`config.mk`:
```
export PLATFORM = sky130hd
export DESIGN_NAME = mem_port_arbiter
export DESIGN_NICKNAME = d
export VERILOG_FILES = /design/src/rtl/mem_port_arbiter.sv
export SDC_FILE = /design/constraint.sdc
export NUM_CORES = 1
export LEC_CHECK = 0
export ABC_AREA = 1
export CAP_MARGIN = 5
export CORE_ASPECT_RATIO = 0.8
export CORE_MARGIN = 10
export CORE_UTILIZATION = 37
export CTS_CLUSTER_DIAMETER = 120
export CTS_CLUSTER_SIZE = 16
export DETAILED_ROUTE_END_ITERATION = 10
export GPL_TIMING_DRIVEN = 1
export PLACE_DENSITY = 0.76
export SLEW_MARGIN = 20
export SYNTH_ARGS = -nofsm -noshare
export SYNTH_HDL_FRONTEND = slang
export SYNTH_SLANG_ARGS = --single-unit
```
`constraint.sdc`:
```
create_clock -name clk -period 1.25 [get_ports clk]
set_clock_uncertainty 0.05 [all_clocks]
set_input_delay 0.25 -clock clk [delete_from_list [all_inputs] [get_ports clk]]
set_output_delay 0.25 -clock clk [all_outputs]
set_load 0.05 [all_outputs]
```
`src/rtl/mem_port_arbiter.sv`:
```
// mem_port_arbiter
// Shares one single-ported memory between the instruction-fetch port (I) and
// the load/store port (D). One transaction is in flight at a time: it is
// captured in IDLE, presented to memory in ISSUE and acknowledged in RESP.
// D has priority; a streak counter bounds how long a pending fetch can be
// starved. An optional timeout aborts a transaction whose memory never acks.
module mem_port_arbiter #(
   parameter int ADDR_W       = 32,
   parameter int DATA_W       = 32,
   parameter int MAX_D_STREAK = 4,
   parameter int TIMEOUT      = 0
) (
   input  logic                clk,
   input  logic                rst,
   // instruction-fetch requester
   input  logic                i_req,
   input  logic [ADDR_W-1:0]   i_addr,
   output logic [DATA_W-1:0]   i_rdata,
   output logic                i_ack,
   output logic                i_err,
   // load/store requester
   input  logic                d_req,
   input  logic                d_we,
   input  logic [ADDR_W-1:0]   d_addr,
   input  logic [DATA_W-1:0]   d_wdata,
   input  logic [DATA_W/8-1:0] d_wstrb,
   output logic [DATA_W-1:0]   d_rdata,
   output logic                d_ack,
   output logic                d_err,
   // memory side
   output logic                mem_req,
   output logic                mem_we,
   output logic [ADDR_W-1:0]   mem_addr,
   output logic [DATA_W-1:0]   mem_wdata,
   output logic [DATA_W/8-1:0] mem_wstrb,
   input  logic [DATA_W-1:0]   mem_rdata,
   input  logic                mem_ack,
   // status
   output logic                busy
);

   localparam int STRB_W = DATA_W / 8;
   localparam int SW     = $clog2(MAX_D_STREAK + 1);
   localparam int TW     = (TIMEOUT > 1) ? $clog2(TIMEOUT) : 1;

   localparam logic [SW-1:0] STREAK_MAX = SW'(MAX_D_STREAK);
   localparam logic [TW-1:0] TLAST      = TW'((TIMEOUT > 0) ? TIMEOUT - 1 : 0);
   localparam logic          TO_EN      = (TIMEOUT > 0);

   typedef enum logic [1:0] {
      IDLE  = 2'd0,
      ISSUE = 2'd1,
      RESP  = 2'd2
   } state_t;

   state_t        state;
   logic          win_d;    // owner of the transaction in flight: 1 = D, 0 = I
   logic [SW-1:0] streak;   // consecutive D grants taken while I was waiting
   logic [TW-1:0] tcnt;     // ISSUE cycles elapsed without mem_ack

   logic grant;
   logic grant_d;
   logic timed_out;
   logic done;

   // Streak update on a grant: only a D grant that bypasses a waiting fetch
   // extends the streak; anything else restarts it. Saturates at the limit.
   function automatic logic [SW-1:0] streak_next(input logic [SW-1:0] cur,
                                                 input logic          is_d,
                                                 input logic          i_waiting);
      logic [SW-1:0] nxt;
      if (!is_d || !i_waiting)
         nxt = '0;
      else if (cur >= STREAK_MAX)
         nxt = STREAK_MAX;
      else
         nxt = cur + 1'b1;
      return nxt;
   endfunction

   // Read data returned to the winner: memory data on a real ack, zero on abort.
   function automatic logic [DATA_W-1:0] resp_data(input logic          acked,
                                                   input logic [DATA_W-1:0] rd);
      return acked ? rd : '0;
   endfunction

   // Arbitration and completion decode for the current cycle.
   always_comb begin
      grant     = (state == IDLE) && (i_req || d_req);
      grant_d   = d_req && !(i_req && (streak == STREAK_MAX));
      timed_out = TO_EN && (tcnt == TLAST);
      done      = (state == ISSUE) && (mem_ack || timed_out);
   end

   // Sequencer: IDLE -> ISSUE on a grant, ISSUE -> RESP on ack or timeout,
   // RESP -> IDLE unconditionally so a requester can drop req on its ack edge.
   always_ff @(posedge clk) begin
      if (rst) begin
         state   <= IDLE;
         mem_req <= 1'b0;
         busy    <= 1'b0;
         win_d   <= 1'b0;
      end else begin
         unique case (state)
            IDLE: begin
               if (grant) begin
                  state   <= ISSUE;
                  mem_req <= 1'b1;
                  busy    <= 1'b1;
                  win_d   <= grant_d;
               end
            end
            ISSUE: begin
               if (done) begin
                  state   <= RESP;
                  mem_req <= 1'b0;
               end
            end
            RESP: begin
               state <= IDLE;
               busy  <= 1'b0;
            end
            default: begin
               state   <= IDLE;
               mem_req <= 1'b0;
               busy    <= 1'b0;
            end
         endcase
      end
   end

   // Fetch-fairness streak counter, updated only when a grant is made.
   always_ff @(posedge clk) begin
      if (rst) begin
         streak <= '0;
      end else if (grant) begin
         streak <= streak_next(streak, grant_d, i_req);
      end
   end

   // Timeout counter: restarts at each grant and counts ISSUE cycles.
   always_ff @(posedge clk) begin
      if (rst) begin
         tcnt <= '0;
      end else if (grant) begin
         tcnt <= '0;
      end else if ((state == ISSUE) && !done) begin
         tcnt <= tcnt + 1'b1;
      end
   end

   // Capture the winner's operands; they stay stable for the whole ISSUE phase.
   // A fetch is always presented as a read with no byte enables.
   always_ff @(posedge clk) begin
      if (rst) begin
         mem_we    <= 1'b0;
         mem_addr  <= '0;
         mem_wdata <= '0;
         mem_wstrb <= '0;
      end else if (grant) begin
         if (grant_d) begin
            mem_we    <= d_we;
            mem_addr  <= d_addr;
            mem_wdata <= d_wdata;
            mem_wstrb <= d_wstrb;
         end else begin
            mem_we    <= 1'b0;
            mem_addr  <= i_addr;
            mem_wdata <= '0;
            mem_wstrb <= {STRB_W{1'b0}};
         end
      end
   end

   // Completion: one-cycle ack (plus err on abort) and rdata update for the
   // winner only; the other port's rdata keeps its last value.
   always_ff @(posedge clk) begin
      if (rst) begin
         i_ack   <= 1'b0;
         i_err   <= 1'b0;
         d_ack   <= 1'b0;
         d_err   <= 1'b0;
         i_rdata <= '0;
         d_rdata <= '0;
      end else begin
         i_ack <= 1'b0;
         i_err <= 1'b0;
         d_ack <= 1'b0;
         d_err <= 1'b0;
         if (done) begin
            if (win_d) begin
               d_ack   <= 1'b1;
               d_err   <= !mem_ack;
               d_rdata <= resp_data(mem_ack, mem_rdata);
            end else begin
               i_ack   <= 1'b1;
               i_err   <= !mem_ack;
               i_rdata <= resp_data(mem_ack, mem_rdata);
            end
         end
      end
   end

endmodule

```
==> results_dict.tcl <==
set metrics [dict create \
    status "complete, but fails checks" \
    violations "negative setup slack" \
    layout-drive-gt1-share_pct 45.20 \
    p_total_uw 15150 \
    initial_core_util_pct 37.43 \
    synthTopCellsByArea "dfxtp_1, nand2_1, a21oi_1" \
    period_minus_slack_ps 1472 \
    p_seq_share_pct 35.1 \
    crit_path_cell_trace "nor2_4 -> buf_6 -> buf_12 -> clkbuf_16 -> nand4_1 -> a21oi_1" \
    crit_required_ps 1520 \
    dp_hpwl_mm 16.93 \
    hp-class "input pin to flop" \
    wl_per_cell_um 20.83 \
    report.final.setup_viol 136 \
    p_leak_uw 0.005099 \
    ys.warnings.count 0 \
    drc_errors 0 \
    syn_inst 791 \
    irDropWorstVdd_mv 1.175 \
    cts_sinks 145 \
    synthTopCellsByCount "dfxtp_1, nand2_1, a21oi_1" \
    arrival_ps 1750 \
    clk_pin_slew_ps 70 \
    synth-seq-cells 145 \
    slowest_delay_ps 370 \
    grt_max_degree 43 \
    drv_cap 0 \
    cp-end-kind "flop" \
    htree_levels 4 \
    final_cells 1331 \
    async_flop_share_pct 0 \
    powerDensity_nw_per_um2 1213 \
    first_pass_iters 7 \
    synth_top_flop_cell "dfxtp_1" \
    placed_cells 1265 \
    vias_per_cell 5.337 \
    final-hold-violation-count 0 \
    rr_startpoint "state[1]$_SDFFE_PP0P_" \
    cpMaxStageDelayCell "dfxtp_4" \
    die_h_um 132.5 \
    fmax_ghz 0.6795 \
    drv_slew 0 \
    grt_pass1_wl_mm 38.99 \
    wl_met3_mm 2.655 \
    first_iter_violations 536 \
    syn_avg_cell_area_sq_um 7.403 \
    ctsHoldBuffers 0 \
    fin_ws_ps -221.8 \
    die_w_um 160.7 \
    path_class "flop to flop" \
    hp-start "rst" \
    rsz0062_at_grt "true" \
    power_switching_uw 4881 \
    critPathLaunch "state[1]$_SDFFE_PP0P_" \
    num_io_pins 277 \
    cts_buffers 17 \
    sw_frac_of_total_pct 32.22 \
    yosysSeqAreaShare_pct 49.57 \
    synth_top_area_share_pct 49.57 \
    clockBufferDepth 2 \
    power.internal_uw 10270 \
    yosys.area.top_type "dfxtp_1" \
    gp_congestion 0.8072 \
    synth_cell_types 20 \
    fin_nets 1242 \
    syn-cell-area_sq_um 5856 \
    synth_edf_count 0 \
    syn2layout_area_growth_pct 113.3 \
    start_kind "flop" \
    fill_cells 888 \
    min_period_over_period_pct 117.7 \
    dr_total_vias 7103 \
    met2_length_mm 13.70 \
    grt_overflow 0 \
    routed_wirelength_mm 27.72 \
    cts_tree "yes" \
    clk-insertion-delay-late_ps 410 \
    cts_root_buf "clkbuf_16" \
    io_buffers 276 \
    p_comb_share_pct 30.5 \
    grt_use_total_pct 22.79 \
    ant_nets 0 \
    p_clk_share_pct 34.4 \
    grt_pass1_vias 6930 \
    coreArea_sq_um 15650 \
    whs_ps 72.43 \
    met1_length_mm 10.77 \
    antenna_found_initial 1 \
    highest_layer "met4" \
    die-area_sq_um 21290 \
    cp_max_fo 4 \
    floorplan.rows 41 \
]
==> path summary, 6_finish.rpt <==
check / to / slack, ps / depth (start not counted)
worst max-delay path: d_rdata[8]$_SDFFE_PP0P_ / -220 / 6
worst min register to register: d_rdata[29]$_SDFFE_PP0P_ / 430 / 2
worst max register to register: d_rdata[8]$_SDFFE_PP0P_ / -220 / 6
worst min-delay path: d_rdata[13]$_SDFFE_PP0P_ / 70 / 2
==> layout by cell type (no fill, tap or decap), types with 4 or more instances in the layout <==
cell type	instances
buf_12	162
nor2_1	55
clkdlybuf4s50_1	133
a21oi_2	22
inv_1	69
nor2_2	11
dfxtp_4	16
nor2_4	9
nand3_2	14
o21ai_2	24
inv_6	4
clkbuf_16	24
dfxtp_2	126
buf_6	14
buf_4	31
nand2_2	12
nand2_1	129
buf_16	5
nand4_1	71
o21ai_1	6
nand3_1	52
a21oi_1	84
==> layer usage <==
metal / vias up / GRT usage, %
li1: 3257 / -
met1: 3430 / 26.54
met2: 369 / 37.47
met3: 47 / 9.392
met4: 0 / 6.925
met5: - / 0
==> critical path: cells and delay by family, from the launching register on <==
kind | cells | cell delay (ps)
buf+inv | 3 | 450
compound gates | 1 | 200
simple gates | 2 | 310
flops | 1 | 370
==> final cells by class <==
type | instances | area [sq um] | area share (%)
multi-input combinational | 505 | 2834 | 22.69
inverter | 74 | 290.3 | 2.324
antenna | 1 | 2.502 | 0.02003
tap | 215 | 269.0 | 2.153
sequential | 145 | 3120 | 24.98
clock buffer | 19 | 442.9 | 3.546
timing repair buffer | 359 | 5381 | 43.08
clock inverter | 13 | 151.4 | 1.212
==> sequential cells by signal, indices dropped and copies added, names as in the netlist, 2 cells and up <==
signal,cells
streak,3
mem_addr,32
d_rdata,32
i_rdata,32
state,2
mem_wstrb,4
mem_wdata,32
==> power groups by stage <==
| stage | Sequential, uW | Clock (uW) | Combinational, uW |
|---|---|---|---|
| floorplan | 6190 | 0 | 925 |
| global placement | 5330 | 0 | 4010 |
| detailed placement | 5350 | 0 | 4060 |
| CTS | 5310 | 5230 | 4390 |
| global route | 5350 | 5470 | 4820 |
| finish | 5320 | 5210 | 4620 |
==> metrics by stage <==
| step | util, % | setup WS, ps | TNS, ps | cell area [sq um] |
|---|---|---|---|---|
| 6_report | 79.84 | -221.8 | -11490 | 12490 |
| 5_1_grt | 79.84 | -279.2 | -19980 | 12490 |
| 4_1_cts | 76.10 | -129.1 | -9623 | 11910 |
| 3_5_place_dp | 67.90 | -503.0 | -51990 | 10620 |
| 3_3_place_gp | 67.90 | -459.5 | -47460 | 10620 |
| 2_1_floorplan | - | -15.50 | -497.3 | 5892 |
==> logic make-up (layout without fill, tap and decap cells) <==
| family | Yosys count | count (layout) | synth area share (%) |
|---|---|---|---|
| compound gates | 140 | 140 | 11.97 |
| fa+ha+maj | 2 | 2 | 0.4273 |
| buf+inv | 142 | 465 | 9.893 |
| flops | 145 | 145 | 49.57 |
| other cells | 1 | 3 | 0.06404 |
| simple gates | 361 | 361 | 28.08 |
==> what timing repair did <==
item,CTS,global route
gates resized for setup,207,131
endpoints found under the setup margin,253,157
gates cloned,10,9
setup buffers,7,10
pin swaps,33,34
Power figures use the tool's default switching activity.
